===== src/rtl/fp_mul_pkg.sv =====
// Shared widths, iteration counts and FSM state type for the FP significand multiplier.
// Optional build macro MANT_MUL_RADIX4_EN selects the radix-4 iteration (2 multiplier bits per cycle).
package fp_mul_pkg;

    typedef enum logic [1:0] {IDLE, BUSY, DONE} state_t;

`ifdef MANT_MUL_RADIX4_EN
    localparam int RADIX_BITS = 2;
`else
    localparam int RADIX_BITS = 1;
`endif

    function automatic int mant_w(input int is_double);
        return (is_double != 0) ? 53 : 24;
    endfunction

    function automatic int prod_w(input int is_double);
        return 2 * mant_w(is_double);
    endfunction

    // The multiplier operand is zero-extended to a whole number of digits.
    function automatic int iter_cnt(input int is_double);
        return (mant_w(is_double) + RADIX_BITS - 1) / RADIX_BITS;
    endfunction

    function automatic int cnt_w(input int is_double);
        return $clog2(iter_cnt(is_double));
    endfunction

endpackage


===== src/rtl/mant_mul_step.sv =====
// One shift-add iteration of the significand multiplier (combinational).
// Build macro MANT_MUL_RADIX4_EN selects radix-4 (adds 0/A/2A/3A, shifts by 2) instead of radix-2.
module mant_mul_step #(
    parameter int W  = 24,
    parameter int LW = 24
) (
    input  logic [W+LW-1:0] p,
    input  logic [W-1:0]    a_reg,
`ifdef MANT_MUL_RADIX4_EN
    input  logic [W+1:0]    a3_reg,
`endif
    output logic [W+LW-1:0] p_nxt
);

`ifdef MANT_MUL_RADIX4_EN
    logic [W+1:0] addend;
    logic [W+1:0] sum;

    always_comb begin
        addend = '0;
        unique case (p[1:0])
            2'd0: addend = '0;
            2'd1: addend = {2'b00, a_reg};
            2'd2: addend = {1'b0, a_reg, 1'b0};
            2'd3: addend = a3_reg;
        endcase
        // High half stays below 2^W, so hi + 3A always fits in W+2 bits.
        sum   = {2'b00, p[W+LW-1:LW]} + addend;
        p_nxt = {sum, p[LW-1:2]};
    end
`else
    logic [W:0] sum;

    always_comb begin
        sum   = {1'b0, p[W+LW-1:LW]} + (p[0] ? {1'b0, a_reg} : '0);
        p_nxt = {sum, p[LW-1:1]};
    end
`endif

endmodule


===== src/rtl/mant_seq_multiplier.sv =====
// Sequential shift-add significand multiplier producing the exact 2W-bit product for the rounder.
// Build macro MANT_MUL_RADIX4_EN switches to radix-4 iteration; handshake and output format are unchanged.
module mant_seq_multiplier
    import fp_mul_pkg::*;
#(
    parameter  int IS_DOUBLE = 0,
    localparam int W         = mant_w(IS_DOUBLE),
    localparam int PROD_W    = prod_w(IS_DOUBLE)
) (
    input  logic              clk,
    input  logic              rst,
    input  logic              in_valid,
    output logic              in_ready,
    input  logic [W-1:0]      a,
    input  logic [W-1:0]      b,
    output logic              out_valid,
    input  logic              out_ready,
    output logic [PROD_W-1:0] product,
    output logic              norm_hi,
    output logic              busy
);

    localparam int ITER = iter_cnt(IS_DOUBLE);
    localparam int CW   = cnt_w(IS_DOUBLE);
    localparam int LW   = ITER * RADIX_BITS;
    localparam int PW   = W + LW;

    state_t        state;
    state_t        state_nxt;
    logic [W-1:0]  a_reg;
`ifdef MANT_MUL_RADIX4_EN
    logic [W+1:0]  a3_reg;
`endif
    logic [PW-1:0] p;
    logic [PW-1:0] p_nxt;
    logic [CW-1:0] cnt;
    logic          last_iter;

    assign last_iter = (cnt == CW'(ITER - 1));
    assign norm_hi   = product[PROD_W-1];

    always_ff @(posedge clk) begin
        if (rst) begin
            state <= IDLE;
        end else begin
            state <= state_nxt;
        end
    end

    // Handshake: a transfer happens on a clock edge where valid and ready are both high.
    always_comb begin
        state_nxt = state;
        unique case (state)
            IDLE:    if (in_valid)  state_nxt = BUSY;
            BUSY:    if (last_iter) state_nxt = DONE;
            DONE:    if (out_ready) state_nxt = IDLE;
            default: state_nxt = IDLE;
        endcase
    end

    always_comb begin
        in_ready  = (state == IDLE);
        busy      = (state == BUSY);
        out_valid = (state == DONE);
    end

    mant_mul_step #(
        .W (W),
        .LW(LW)
    ) u_step (
        .p     (p),
        .a_reg (a_reg),
`ifdef MANT_MUL_RADIX4_EN
        .a3_reg(a3_reg),
`endif
        .p_nxt (p_nxt)
    );

    always_ff @(posedge clk) begin
        if (rst) begin
            a_reg   <= '0;
`ifdef MANT_MUL_RADIX4_EN
            a3_reg  <= '0;
`endif
            p       <= '0;
            cnt     <= '0;
            product <= '0;
        end else begin
            if (state == IDLE && in_valid) begin
                a_reg  <= a;
`ifdef MANT_MUL_RADIX4_EN
                a3_reg <= {2'b00, a} + {1'b0, a, 1'b0};
`endif
                p      <= {{W{1'b0}}, LW'(b)};
                cnt    <= '0;
            end
            if (state == BUSY) begin
                p   <= p_nxt;
                cnt <= cnt + CW'(1);
                if (last_iter) begin
                    product <= p_nxt[PROD_W-1:0];
                end
            end
        end
    end

    // With an odd W under radix-4 the padded accumulator has a top bit that is always zero.
    if (PW > PROD_W) begin : g_pad
        logic unused_pad;
        assign unused_pad = ^p_nxt[PW-1:PROD_W];
    end

endmodule


===== config.mk =====
export PLATFORM = sky130hd
export DESIGN_NAME = mant_seq_multiplier
export DESIGN_NICKNAME = d
export VERILOG_FILES = /design/src/rtl/fp_mul_pkg.sv /design/src/rtl/mant_mul_step.sv /design/src/rtl/mant_seq_multiplier.sv
export SDC_FILE = /design/constraint.sdc
export NUM_CORES = 1
export LEC_CHECK = 0
export ABC_AREA = 1
export CAP_MARGIN = 0
export CORE_MARGIN = 1.5
export CORE_UTILIZATION = 60
export CTS_BUF_LIST = sky130_fd_sc_hd__clkbuf_8
export CTS_CLUSTER_SIZE = 30
export DETAILED_ROUTE_END_ITERATION = 10
export PLACE_DENSITY_LB_ADDON = 0.12
export SLEW_MARGIN = 20
export SYNTH_ARGS = -nofsm -noshare
export SYNTH_HDL_FRONTEND = slang
export SYNTH_SLANG_ARGS = --single-unit

===== constraint.sdc =====
create_clock -name clk -period 3.5 [get_ports clk]
set_clock_uncertainty 0.1 [all_clocks]
set_input_delay 1.05 -clock clk [delete_from_list [all_inputs] [get_ports clk]]
set_output_delay 1.05 -clock clk [all_outputs]
set_load 0.02 [all_outputs]

==> impl_metrics.ini <==
[power_and_ir_drop]
power.total_mw = 3.22
ir_worst_vdd_uv = 393
cellLeakagePower_nw = 3.84
powerDensity_nw_per_um2 = 396

[hold_path]
hp-class = reg -> reg
worstHoldStart = product[25]
min_to = product[25]
holdPathStages = 2

[cells_and_area]
area_growth_pct = 23.2
diodes = 0
finalNetCount = 1200
nFillCells = 905
fin_cells = 1275
final_layout_size_suffix_gt1_frac = 0.0467

[worst_setup_path]
crit_fanout = 3
ff2ff_setup_slack_ns = 0.98
cp-start-kind = flip-flop
r2r_end = p[47]
max_stage_delay_ns = 0.63
critPathKind = reg -> out
cp.arrival_ns = 1.65
r2r_cells = 14
reg2reg_from = p[0]
cp_slowest_cell = clkdlybuf4s50_1
crit_chain = inv_1 -> nor2_1 -> clkdlybuf4s50_1
cp-end-kind = output pin
cp.required_ns = 2.35

[run]
drv_cap = 0

[clock_tree]
cts_max_level = 4
ctsHoldBuffers = 0
cts_tree = built
postCtsSetupRepairBufs = 0
cts_buffers = 17
numClockSinks = 127
cts-root-buf = clkbuf_8
cts_buffer_depth = 2
clkSlewWorstSetupHoldPaths_ns = 0.08
clk_latency_ns = 0.44
cts_resized = 0

[routing]
route.detailed.drc = 0
viasPerCell = 5.18
vias = 6600
wl_um = 16800
wl_per_cell_um = 13.2
drtPass1Iterations = 5
ant_nets = 0
drt_iter0_markers = 411

[timing]
setup_violations = 0
relSlewSlack = 0.325
fin_crit_ns = 2.80
rsz0062_at_grt = false
finalHoldViolations = 0
slew_viol_final = 0
setup_tns_ns = 0
max_slew.worst_pin.slew_ns = 1.01
fmax_mhz = 357
fin_crit_sh = 0.799

[synth]
synthesis.area_um2 = 6590
ys_async_sr_fraction = 0
syn_area_per_cell_um2 = 6.37
synth_flop_cell = dfxtp_1
yosysWarnings = 0
yosys.cell_types.count = 29
ys_seq_area_frac = 0.386
synth_edf_count = 0
ys_seq_elements = 127
netlist_instances = 1035
synth_fp_nets = 1113

[die]
die_y_um = 108
io_pins = 104
row_count = 38
die_w_um = 108
core_um2 = 10800
start_util = 0.611
die_area_um2 = 11600

[global_route]
track_usage = 0.298
grt_max_degree = 98
overflow = 0
grt_pass1_vias = 6067
antenna_found_initial = 0
grt_first_pass_wirelength_um = 27400

[outcome]
status = completed

[placed_design]
dpl.hpwl_um = 11500
placed_cells = 1243
gp_congestion = 0.955
io_buffer_count = 103
-- placed cells by master, fill, tap and decap left out, types with 6 or more instances in the layout --
cell type,netlist,final
a21oi_1,74,74
a31oi_1,24,24
buf_4,5,9
clkbuf_8,0,17
clkdlybuf4s50_1,0,102
dfxtp_1,127,127
ha_1,25,25
inv_1,127,128
nand2_1,382,382
nand3_1,28,28
nand4_1,6,6
nor2_1,123,123
o21ai_0,37,37
xor2_1,10,10
-- how the worst max path moves through the flow --
stage | to | from | cells past startpoint | slack, ns
global route | out_valid | state[1] | 3 | 0.60
floorplan | product[47] | p[0] | 15 | 1.27
CTS | out_valid | state[1] | 3 | 0.69
finish | out_valid | state[1] | 3 | 0.70
global placement | p[12] | in_valid | 6 | 0.95
detailed placement | p[4] | in_valid | 6 | 0.89
-- worst max-delay path, delay by kind of cell, from the launching register on --
kind	cells	cell delay, ns
flip-flops	1	0.40
AND/OR/NAND/NOR	1	0.13
buffers and inverters	2	0.68
-- kinds of logic (layout without fill, tap and decap cells) --
kind of cell,count (synthesis),count (layout),share of synthesized area
xor gates and xnor gates,10,10,0.0133
adders and majority gates,26,26,0.0505
buffers and inverters,176,276,0.106
DFF,127,127,0.386
and+or+nand+nor,553,553,0.329
AOI/OAI and AO/OA,143,143,0.115
-- Yosys cell counts, types with 6 or more instances --
cell,count,share of area
a21oi_1,74,0.056
a31oi_1,24,0.023
buf_2,15,0.011
clkbuf_1,23,0.013
dfxtp_1,127,0.39
ha_1,25,0.047
inv_1,127,0.072
nand2_1,382,0.22
nand3_1,28,0.021
nand4_1,6,0.0057
nor2_1,123,0.070
o21ai_0,37,0.028
xor2_1,10,0.013
-- area by class of cell --
cell class	instances	area [um2]	area share
sequential	127	2540	0.313
timing repair buffer	113	1110	0.137
inverter	131	492	0.0605
clock inverter	15	209	0.0257
tap	140	175	0.0216
clock buffer	17	234	0.0288
multi-input combinational	732	3360	0.413
-- per-stage QoR --
step	utilization	setup slack, ns	hold WS (ns)	cell area (um2)
after global routing	0.753	0.605	0.383	8120
after floorplan	-	1.27	0.340	6590
after global placement	0.712	0.950	0.348	7680
after detailed placement	0.712	0.888	0.355	7680
final	0.753	0.702	0.364	8120
after CTS	0.753	0.690	0.367	8120
-- power breakdown --
group          internal [mW]  total [mW]  switching [mW]
combinational          0.118       0.282           0.165
sequential              1.49        1.53          0.0335
clock                  0.789        1.41           0.623
-- layer usage --
| metal | routed length (um) | global-route usage |
|---|---|---|
| met1 | 7560 | 0.382 |
| met2 | 7840 | 0.495 |
| met3 | 1050 | 0.0660 |
| met4 | 318 | 0.101 |
| met5 | 0 | 0 |
No activity file was read; power rests on OpenSTA's default activity.
